$ cat config.mk
export PLATFORM = sky130hd
export DESIGN_NAME = toggle_monitor
export DESIGN_NICKNAME = d
export VERILOG_FILES = /design/src/rtl/toggle_monitor.sv
export SDC_FILE = /design/constraint.sdc
export NUM_CORES = 1
export LEC_CHECK = 0
export BUFFER_PORTS_ARGS = -buffer_cell sky130_fd_sc_hd__clkbuf_2
export CAP_MARGIN = 20
export CORE_MARGIN = 4
export CORE_UTILIZATION = 50
export DETAILED_ROUTE_END_ITERATION = 16
export GPL_ROUTABILITY_DRIVEN = 0
export PLACE_DENSITY = 0.79
export SLEW_MARGIN = 15
export SYNTH_ARGS = -nofsm -noshare
export SYNTH_HDL_FRONTEND = slang
export SYNTH_SLANG_ARGS = --single-unit
$ cat constraint.sdc
create_clock -name clk -period 2.6 [get_ports clk]
set_clock_uncertainty 0.15 [all_clocks]
set_input_delay 0.65 -clock clk [delete_from_list [all_inputs] [get_ports clk]]
set_output_delay 0.65 -clock clk [all_outputs]
set_load 0.02 [all_outputs]
$ cat src/rtl/toggle_monitor.sv
// toggle_monitor: synchronizes a latch toggle level into the clk domain,
// counts every toggle, pulses on reaching a threshold and offers a count
// snapshot over a valid/ready port.
//
// Handshake: rd_valid/rd_data form a strict valid/ready source. Once rd_valid
// is high, rd_data stays stable until an edge where rd_valid & rd_ready are
// both 1; that edge completes the transfer. rd_valid never depends
// combinationally on rd_ready, and rd_ready is ignored while rd_valid is low.
// rd_valid is a direct decode of the FSM state (HOLD), so it doubles as the
// observable state of the snapshot FSM.
module toggle_monitor #(
  parameter int WIDTH       = 8,
  parameter int SYNC_STAGES = 2   // legal range 2..4
) (
  input  logic             clk,
  input  logic             rst,
  input  logic             q_in,
  input  logic             clear,
  input  logic [WIDTH-1:0] threshold,
  output logic             rise,
  output logic             fall,
  output logic [WIDTH-1:0] count,
  output logic             match,
  output logic             overflow,
  output logic             dropped,
  output logic             rd_valid,
  output logic [WIDTH-1:0] rd_data,
  input  logic             rd_ready
);

  typedef enum logic {
    ST_COUNT = 1'b0,
    ST_HOLD  = 1'b1
  } state_t;

  logic [SYNC_STAGES-1:0] sync_q, sync_d;
  logic                   q_dly_q, q_dly_d;
  logic                   rise_q, rise_d;
  logic                   fall_q, fall_d;
  logic [WIDTH-1:0]       count_q, count_d;
  logic                   match_q, match_d;
  logic                   overflow_q, overflow_d;
  logic                   dropped_q, dropped_d;
  logic [WIDTH-1:0]       rd_data_q, rd_data_d;
  state_t                 state_q, state_d;

  logic                   q_s;
  logic                   toggle;
  logic                   wrap;
  logic                   hit;
  logic [WIDTH-1:0]       cnt_inc;

  assign q_s     = sync_q[SYNC_STAGES-1];
  assign toggle  = q_s ^ q_dly_q;
  assign cnt_inc = count_q + 1'b1;
  assign wrap    = toggle && (count_q == {WIDTH{1'b1}});
  // A clear in the same cycle discards the toggle, so it cannot match either.
  assign hit     = toggle && !clear && (cnt_inc == threshold);

  // Synchronizer chain, edge detect, counter and sticky status.
  always_comb begin
    sync_d     = {sync_q[SYNC_STAGES-2:0], q_in};
    q_dly_d    = q_s;
    rise_d     = q_s & ~q_dly_q;
    fall_d     = ~q_s & q_dly_q;
    count_d    = toggle ? cnt_inc : count_q;
    overflow_d = overflow_q | wrap;
    match_d    = hit;
    if (clear) begin
      // The synchronizer and q_dly keep running so the discarded toggle is
      // not re-detected on the following cycle.
      rise_d     = 1'b0;
      fall_d     = 1'b0;
      count_d    = '0;
      overflow_d = 1'b0;
      match_d    = 1'b0;
    end
  end

  // Snapshot FSM: next state, snapshot data and lost-match flag.
  always_comb begin
    state_d   = state_q;
    rd_data_d = rd_data_q;
    dropped_d = dropped_q;
    case (state_q)
      ST_COUNT: begin
        if (hit) begin
          rd_data_d = cnt_inc;
          state_d   = ST_HOLD;
        end
      end
      ST_HOLD: begin
        if (rd_ready) begin
          // Transfer completes; a coincident match reloads immediately.
          if (hit) begin
            rd_data_d = cnt_inc;
          end else begin
            state_d = ST_COUNT;
          end
        end else if (hit) begin
          dropped_d = 1'b1;
        end
      end
      default: state_d = ST_COUNT;
    endcase
    if (clear) begin
      state_d   = ST_COUNT;
      dropped_d = 1'b0;
    end
  end

  // State register; rst has priority over clear and counting.
  always_ff @(posedge clk) begin
    if (rst) begin
      sync_q     <= '0;
      q_dly_q    <= 1'b0;
      rise_q     <= 1'b0;
      fall_q     <= 1'b0;
      count_q    <= '0;
      match_q    <= 1'b0;
      overflow_q <= 1'b0;
      dropped_q  <= 1'b0;
      rd_data_q  <= '0;
      state_q    <= ST_COUNT;
    end else begin
      sync_q     <= sync_d;
      q_dly_q    <= q_dly_d;
      rise_q     <= rise_d;
      fall_q     <= fall_d;
      count_q    <= count_d;
      match_q    <= match_d;
      overflow_q <= overflow_d;
      dropped_q  <= dropped_d;
      rd_data_q  <= rd_data_d;
      state_q    <= state_d;
    end
  end

  assign rise     = rise_q;
  assign fall     = fall_q;
  assign count    = count_q;
  assign match    = match_q;
  assign overflow = overflow_q;
  assign dropped  = dropped_q;
  assign rd_valid = (state_q == ST_HOLD);
  assign rd_data  = rd_data_q;

endmodule

# [Word level (Yosys, flattened, before mapping)]
# Index checks and enable logic that the tools add are counted.
[word_totals] inputBits=13 output_inout_bits=22 ff_bits=25
[op_classes] n_mux=6 n_addsub=1 n_reduce_logical=6 eq_ne=3 bitwise_logic=8
[ops] cell="8-bit 2-to-1 mux" n=2
[ops] cell="8-bit case mux with 2 select lines" n=1
[ops] cell="8-bit by 1-bit adder with 8-bit output (second input constant)" n=1
[ops] cell="8-bit == test" n=1
[ops] cell="8-bit == test (second input constant)" n=1
[ops] cell="1-bit inverter" n=4
[ops] cell="1-bit logical AND" n=3
[ops] cell="3-bit AND reduction" n=1
[ops] cell="1-bit bitwise AND" n=2
[ops] cell="1-bit 2-to-1 mux" n=2
[ops] cell="2-bit != test (second input constant)" n=1
[ops] cell="1-bit case mux with 2 select lines" n=1
[ops] cell="2-bit OR reduction" n=1
[ops] cell="1-bit zero test" n=1
[ops] cell="1-bit OR" n=1
[ops] cell="1-bit bitwise XOR" n=1

# [Longest topological paths before layout]
# Gate-level depths: netlist (run 1).
[depth] depth_word=6 mapped_depth=8 depth_no_buf=7

# [Worst setup path before layout (run 1)]
# No wires, ideal clock.
[synth_path] path_kind="reg-to-reg" start="reg count_q[0] (netlist: count[0])" end="reg rd_data_q[6] (netlist: rd_data[6])" t_required_ns=2.329 path_slack_ns=0.158 stages_incl_launch_ff=7 setup_time_ns=0.121 path_buffers=0 arrival_time_ns=2.171 cell_sequence="dfxtp_1 ha_1 nand3_1 xnor3_2 nor4_4 nand4_4 mux2_4"
[synth_via] elab_chain_cells=6
[synth_rtl] item="start, declared" line_no="40" rtl="logic [WIDTH-1:0] count_q, count_d;"
[synth_rtl] item="start signal, assigned" line_no="130" rtl="count_q <= count_d;"
[synth_rtl] item="8-bit by 1-bit adder with 8-bit output *" line_no="55" rtl="assign cnt_inc = count_q + 1'b1;"
[synth_rtl] item="8-bit == test" line_no="58" rtl="assign hit = toggle && !clear && (cnt_inc == threshold);"
[synth_rtl] item="1-bit logical AND" line_no="58"
[synth_rtl] item="8-bit 2-to-1 mux *" line_no="87, 95"
[synth_rtl] item="8-bit 2-to-1 mux" line_no="93" rtl="if (rd_ready) begin"
[synth_rtl] item="8-bit case mux with 2 select lines *" line_no="85" rtl="case (state_q)"
[synth_rtl] item="end signal, assigned" line_no="134" rtl="rd_data_q <= rd_data_d;"
[synth_rtl] item="end, declared" line_no="44" rtl="logic [WIDTH-1:0] rd_data_q, rd_data_d;"
# Mark *: on every way between the ends. The rest lies on a longest branch, timed or not. The select of a mux whose other input is x is not followed.
# A chain may end at the register's enable or synchronous reset.

# [Worst setup path after layout (run 1)]
[layout_path] start="reg count_q[1] (netlist: count[1])" end="reg rd_data_q[6] (netlist: rd_data[6])"
# The elaborated chain is that of the path after synthesis.

==> flow_summary.toml, run 1 <==
[status]
status = "finished, final reports clean"

[floorplan]
dieWidth_um = 59.4
rows = 18
die_h_um = 59.4
ios = 35
initial_utilization_pct = 52.8
fp.dieArea_um2 = 3520
core_area_um2 = 2500

[critical_path]
end_kind = "flip-flop"
worst-path-buf-inv = 0
crit_start = "count[1]"
crit_chain = "ha_2 > nand3_1 > xnor3_2 > nor4_4 > nand4_4 > mux2_4"
critPathTopFamily = "simple AND/OR/NAND/NOR gates"
cp.required_ns = 2.69
slowest_delay_ns = 0.44
critPathLaunchType = "flip-flop"
r2r-start = "count[1]"
critPathArrivalTime_ns = 2.50
slowest_stage = "dfxtp_1"
path_max_fanout = 8
critical_path_class = "flip-flop to flip-flop"

[synthesis]
netlist_area_um2 = 1320
syn_avg_cell_area_um2 = 9.35
synth_edf_count = 0
synth_cells = 141
async_flop_share_pct = 0
ys_seq_area_share_pct = 38.0
synthTopCellsByArea = "dfxtp_1, xnor2_1, nor2_1, nor2b_1, mux2_2"
synth_top_area_share_pct = 38.0
netlist_top_cells_count = "dfxtp_1, nor2_1, nor2b_1"
synth_warnings = 0
synth_cell_type_count = 33
synth.most_common_cell = "dfxtp_1"
synth-main-ff-cell = "dfxtp_1"
synth_nets = 157
yosys_register_bits = 25
synth_top_area_cell = "dfxtp_1"

[global_routing]
grt_pass1_wl_mm = 4.67
track_usage_pct = 17.8
grt_max_degree = 21
grt_overflow_total = 0
grt_pass1_vias = 1056
antenna_found_initial = 0

[sta]
fin_setup_tns_ns = 0
relSlewSlack_pct = 73.5
hold_slack_ns = 0.318
setup_ws_ns = 0.183
fmax_mhz = 414
worstMarginPinSlew_ns = 0.395
grt_setup_unrepaired = "false"
hold_viol_final = 0
maxSlewViolCount = 0
fin_crit_ns = 2.42
period_share_pct = 93.0
setup_viol = 0

[drt]
firstDrtPassIters = 5
drc = 0
ant_nets = 0
vias = 1046
drt-wirelength-per-cell_um = 13.4
drtIter0Drc = 17
wl_mm = 2.74
vias_per_cell = 5.13

[cells_and_area]
syn2layout_area_growth_pct = 16.7
final_core_util_pct = 61.6
finalNonFillerCells = 204
nets = 191
antenna_cells = 0
drive_gt1_share_pct = 32.8

[pwr]
peakVddDrop_mv = 0.329
sw_frac_of_total_pct = 24.4
p_sw_mw = 0.151
comb_power_share_pct = 8.2
pwr-share-clk_pct = 29.3
p_int_mw = 0.469
p_leak_nw = 0.657
seqPwrFrac_pct = 62.5
power_density_nw_per_um2 = 403

[cts]
insertion_delay_ns = 0.33
cts_hold_buf = 0
htreeDepth = 1
clock_path_buffers = 2
cts_root_buf = "clkbuf_4"
clk_pin_slew_ns = 0.14
clkSinkCount = 25
cts_buffers = 3
cts_tree = "done"

[placement]
portBuffers = 34
dp_hpwl_mm = 2.16
detailedPlace.worstSlack_ns = 0.151
dp_cells = 200

[min_path]
hp-start = "sync_q[0]"
hp-class = "flip-flop to flip-flop"

[run]
maxCapViolations = 0
[cell type report]
class | count | area [um2]
fillers | 226 | 961
repair buffers | 37 | 193
well taps | 30 | 37.5
inverters | 6 | 22.5
flip-flops and latches | 25 | 500
multi-input cells | 102 | 756
clock buffers | 3 | 22.5
clock inverters | 1 | 7.51
[through the flow]
step                area [um2]  power, mW
floorplan                 1320      0.427
global placement          1510      0.445
detailed placement        1510      0.447
CTS                       1540      0.624
global route              1540      0.650
finish                    1540      0.620
[cell families after synthesis]
logic type                 share of synthesized area (%)
AOI/OAI and AO/OA                                   4.46
xor gates and xnor gates                            15.9
adders and majority gates                           2.85
buffers and inverters                               4.93
DFF                                                 38.0
muxes                                               8.06
and+or+nand+nor                                     25.8
[sequential cells by signal, indices dropped and copies added, names as in the netlist]
name and cells:
fall 1, rise 1, match 1, rd_data 8, sync_q 2, rd_valid 1, count 8, dropped 1
overflow 1, q_dly_q 1
[cell usage in the layout (no fill, tap or decap), drive strengths merged, types with 5 or more instances in the layout]
cell type	count
nor2	23
mux2	7
xor2	6
nand2b	5
nor2b	11
dfxtp	25
xnor2	10
nand2	5
inv	6
clkbuf	37
a21oi	5
[timing repair]
item / 4_1_cts / 5_1_grt
buffers inserted: 0 / 0
endpoints found under the hold margin: 0 / 0
gates resized for setup: 0 / 1
endpoints found under the setup margin: 0 / 7
[path summary, 6_finish.rpt]
path / slack (ns) / to / cells past startpoint
worst min register to register: 0.32 / sync_q[1] / 1
worst max register to register: 0.18 / rd_data[6] / 6
worst min-delay path: 0.32 / sync_q[1] / 1
worst max-delay path: 0.18 / rd_data[6] / 6
[power by group through the flow]
stage | clock, mW | combinational [mW] | sequential (mW)
5_1_grt | 0.206 | 0.0560 | 0.388
3_5_place_dp | 0 | 0.0511 | 0.396
3_3_place_gp | 0 | 0.0499 | 0.396
2_1_floorplan | 0 | 0.0296 | 0.397
6_report | 0.182 | 0.0507 | 0.387
4_1_cts | 0.185 | 0.0512 | 0.388
[layer usage]
metal  global-route usage, %  up-vias  wire length (um)
li1                        -      530                 -
met1                    20.6      471              1140
met2                    31.2       41              1380
met3                    3.70        4               175
met4                    7.44        0                38
met5                       0        -                 0
Note: power is estimated with default switching activity, not from simulation.
==> run 2: changes to the inputs <==
- CORE_ASPECT_RATIO: unset -> 0.6
- CORE_UTILIZATION: 50 -> 39
- PLACE_DENSITY: 0.79 -> 0.65
==> flow_summary.toml, run 2 (same netlist as run 1, synthesis figures left out) <==
[status]
status = "finished, final reports clean"

[cts]
post_cts_resized = 0
htreeDepth = 1
clk_pin_slew_ns = 0.08
cts_setup_buffers = 0
cts_root_buf = "clkbuf_8"
cts_buffers = 3
clkSinkCount = 25
clock_path_buffers = 2
insertion_delay_ns = 0.27
cts_hold_buf = 0
cts_tree = "done"

[cells_and_area]
final_core_util_pct = 48.5
fin_area_um2 = 1570
finalNonFillerCells = 219
final_cell_mix = "clkbuf_2, dfxtp_1, nor2_1, nor2b_1, xnor2_1"
antenna_cells = 0
drive_gt1_share_pct = 32.2
nets = 191
syn2layout_area_growth_pct = 19.3
layout_commonest_cell = "clkbuf_2"

[drt]
vias_per_cell = 4.88
vias = 1069
drtIter0Drc = 54
firstDrtPassIters = 5
drc = 0
drt-wirelength-per-cell_um = 13.4
wl_mm = 2.94
ant_nets = 0

[pwr]
power_density_nw_per_um2 = 425
p_leak_nw = 0.666
peakVddDrop_mv = 0.154
fin_total_pwr_mw = 0.668

[sta]
maxSlewViolCount = 0
setup_viol = 0
setup_ws_ns = 0.157
fin_crit_ns = 2.44
fmax_mhz = 409
worstMarginPinSlew_ns = 0.384
hold_viol_final = 0
grt_setup_unrepaired = "false"
hold_slack_ns = 0.307
relSlewSlack_pct = 74.3
fin_setup_tns_ns = 0
period_share_pct = 94.0

[placement]
place_area_um2 = 1530
dp_cells = 215
dp_hpwl_mm = 2.31
portBuffers = 34
detailedPlace.worstSlack_ns = 0.110

[floorplan]
rows = 16
dieWidth_um = 83.1
die_h_um = 53.0
initial_utilization_pct = 40.7
core_area_um2 = 3240
ios = 35
fp.dieArea_um2 = 4410

[critical_path]
critPathLaunchType = "flip-flop"
cp.required_ns = 2.61
worst-path-buf-inv = 0
end_kind = "flip-flop"
critical_path_class = "flip-flop to flip-flop"
critPathTopFamily = "simple AND/OR/NAND/NOR gates"
crit_chain = "ha_2 > nand3_1 > xnor3_2 > nor4_4 > nand4_4 > mux2_4"
critPathArrivalTime_ns = 2.45
slowest_delay_ns = 0.40
path_max_fanout = 8
slowest_stage = "dfxtp_1"

[global_routing]
track_usage_pct = 14.3
antenna_found_initial = 0
grt_max_degree = 21
grt_pass1_wl_mm = 4.80
grt_pass1_vias = 1051
grt_overflow_total = 0

[run]
maxCapViolations = 0

[min_path]
hp-class = "flip-flop to flip-flop"
## run 2: final cells by class
| type | count | area (um2) |
|---|---|---|
| Fill cell | 334 | 1670 |
| Clock buffer | 4 | 45.0 |
| Sequential cell | 25 | 500 |
| Inverter | 6 | 22.5 |
| Multi-Input combinational cell | 102 | 756 |
| Tap cell | 45 | 56.3 |
| Timing Repair Buffer | 37 | 193 |
## run 2: power by group
group | internal, mW | leakage [nW] | switching [mW]
sequential | 0.385 | 0.202 | 0.00136
clock | 0.110 | 0.0228 | 0.120
combinational | 0.0240 | 0.442 | 0.0281
## run 2: worst register-to-register path: cells and delay by family, from the launching register on
kind | cells | cell delay (ns)
xor+xnor | 1 | 0.32
mux | 1 | 0.35
fa+ha+maj | 1 | 0.27
simple gates | 3 | 0.85
flops | 1 | 0.40
## run 2: worst paths after layout
kind / start / to / slack (ns) / cells after the start
setup / recovery: count[1] / rd_data[7] / 0.16 / 6
hold / removal: dropped / dropped / 0.31 / 2
setup reg to reg: count[1] / rd_data[7] / 0.16 / 6
hold reg to reg: dropped / dropped / 0.31 / 2
## run 2: layer usage
layer  global-route usage [%]  up-vias  wire, um
met5                        0        -         0
li1                         -      524         -
met3                     4.98        6       164
met1                     16.8      510      1350
met2                     24.6       29      1370
met4                     5.43        0        47
==> run 3: changes to the inputs <==
- CORE_UTILIZATION: 39 -> 45
- PLACE_DENSITY: 0.65 -> 0.73
==> flow_summary.toml, run 3 (same netlist as run 1, synthesis figures left out) <==
[status]
status = "finished, final reports clean"

[critical_path]
critPathLaunchType = "flip-flop"
critPathArrivalTime_ns = 2.47
critPathTopFamily = "simple AND/OR/NAND/NOR gates"
slowest_stage = "nor4_4"
worst-path-buf-inv = 0
end_kind = "flip-flop"
slowest_delay_ns = 0.41
reg2reg_slack_ns = 0.14
crit_chain = "ha_2 > nand3_1 > xnor3_2 > nor4_4 > nand4_4 > mux2_4"
crit_start = "count[1]"
r2r-start = "count[1]"
path_max_fanout = 8
critical_path_class = "flip-flop to flip-flop"
cp.required_ns = 2.61

[sta]
grt_setup_unrepaired = "false"
worstMarginPinSlew_ns = 0.404
relSlewSlack_pct = 72.9
fin_crit_ns = 2.46
setup_viol = 0
maxSlewViolCount = 0
hold_slack_ns = 0.306
fmax_mhz = 406
fin_setup_tns_ns = 0
period_share_pct = 94.7
hold_viol_final = 0

[drt]
ant_nets = 0
vias = 1009
drc = 0
vias_per_cell = 4.69
drt-wirelength-per-cell_um = 13.0
wl_mm = 2.79
firstDrtPassIters = 4
drtIter0Drc = 49

[pwr]
p_leak_nw = 0.674
sw_frac_of_total_pct = 22.1
p_int_mw = 0.516
seqPwrFrac_pct = 58.3
pwr-share-clk_pct = 34.1
comb_power_share_pct = 7.6
power_density_nw_per_um2 = 421
p_sw_mw = 0.147
peakVddDrop_mv = 0.233

[cells_and_area]
final_cell_mix = "clkbuf_2, dfxtp_1, nor2_1, nor2b_1, xnor2_1"
layout_commonest_cell = "clkbuf_2"
seq_area_um2 = 500
fillerInstances = 236
fin_area_um2 = 1580
antenna_cells = 0
syn2layout_area_growth_pct = 19.4
drive_gt1_share_pct = 33.1
multi_input_area_um2 = 756
nets = 192

[cts]
post_cts_resized = 0
cts_buffers = 3
clkSinkCount = 25
htreeDepth = 1
insertion_delay_ns = 0.27
cts_root_buf = "clkbuf_8"
cts_hold_buf = 0
clock_path_buffers = 2
clk_pin_slew_ns = 0.09
cts_tree = "done"
cts_setup_buffers = 0

[run]
maxCapViolations = 0

[global_routing]
grt_pass1_wl_mm = 4.79
track_usage_pct = 15.4
antenna_found_initial = 0
grt_overflow_total = 0
grt_pass1_vias = 1016
grt_max_degree = 21

[floorplan]
core_area_um2 = 2650
die_h_um = 49.9
dieWidth_um = 77.9
initial_utilization_pct = 49.9
ios = 35
fp.dieArea_um2 = 3890
rows = 14

[placement]
place_area_um2 = 1530
portBuffers = 34
dp_hpwl_mm = 2.26

[min_path]
hp-class = "flip-flop to flip-flop"
hp-start = "dropped"
-- run 3: cell type report --
class                           count  area share [%]
Clock buffer                        3            2.62
Clock inverter                      1           0.318
Inverter                            6            1.43
Multi-Input combinational cell    102            48.0
Sequential cell                    25            31.8
Tap cell                           40            3.18
Timing Repair Buffer               38            12.7
-- run 3: worst reg2reg max path, delay by kind of cell, from the launching register on --
family        cells  cell delay [ns]
xor+xnor          1             0.32
fa+ha+maj         1             0.26
flops             1             0.39
mux               1             0.37
simple gates      3             0.87
-- run 3: worst paths after layout --
check | endpoint | cells after the start
min | dropped | 2
max reg2reg | rd_data[7] | 6
min reg2reg | dropped | 2
max | rd_data[7] | 6
-- run 3: power by group through the flow --
stage / Sequential (mW) / Clock, mW / Combinational, mW
3_3_place_gp: 0.396 / 0 / 0.0495
6_report: 0.387 / 0.226 / 0.0505
4_1_cts: 0.387 / 0.237 / 0.0507
2_1_floorplan: 0.397 / 0 / 0.0296
3_5_place_dp: 0.396 / 0 / 0.0506
5_1_grt: 0.387 / 0.260 / 0.0557
-- run 3: through the flow --
| step | util, % | setup slack, ns | instances | total power, mW |
|---|---|---|---|---|
| after floorplan | - | 0.158 | 141 | 0.427 |
| after global placement | 57.7 | 0.230 | 211 | 0.445 |
| after detailed placement | 57.7 | 0.105 | 211 | 0.446 |
| after CTS | 59.5 | 0.0957 | 215 | 0.674 |
| after global routing | 59.6 | 0.0104 | 215 | 0.702 |
| final | 59.6 | 0.139 | 215 | 0.663 |
-- run 3: per-layer routing --
layer	track usage (%)	vias to the layer above	wire length (um)	share of wire [%]
li1	-	533	-	-
met1	19.5	454	1320	47
met2	26.4	22	1320	47
met3	4.91	0	151	5.4
met4	1.78	0	0	0
met5	0	-	0	0
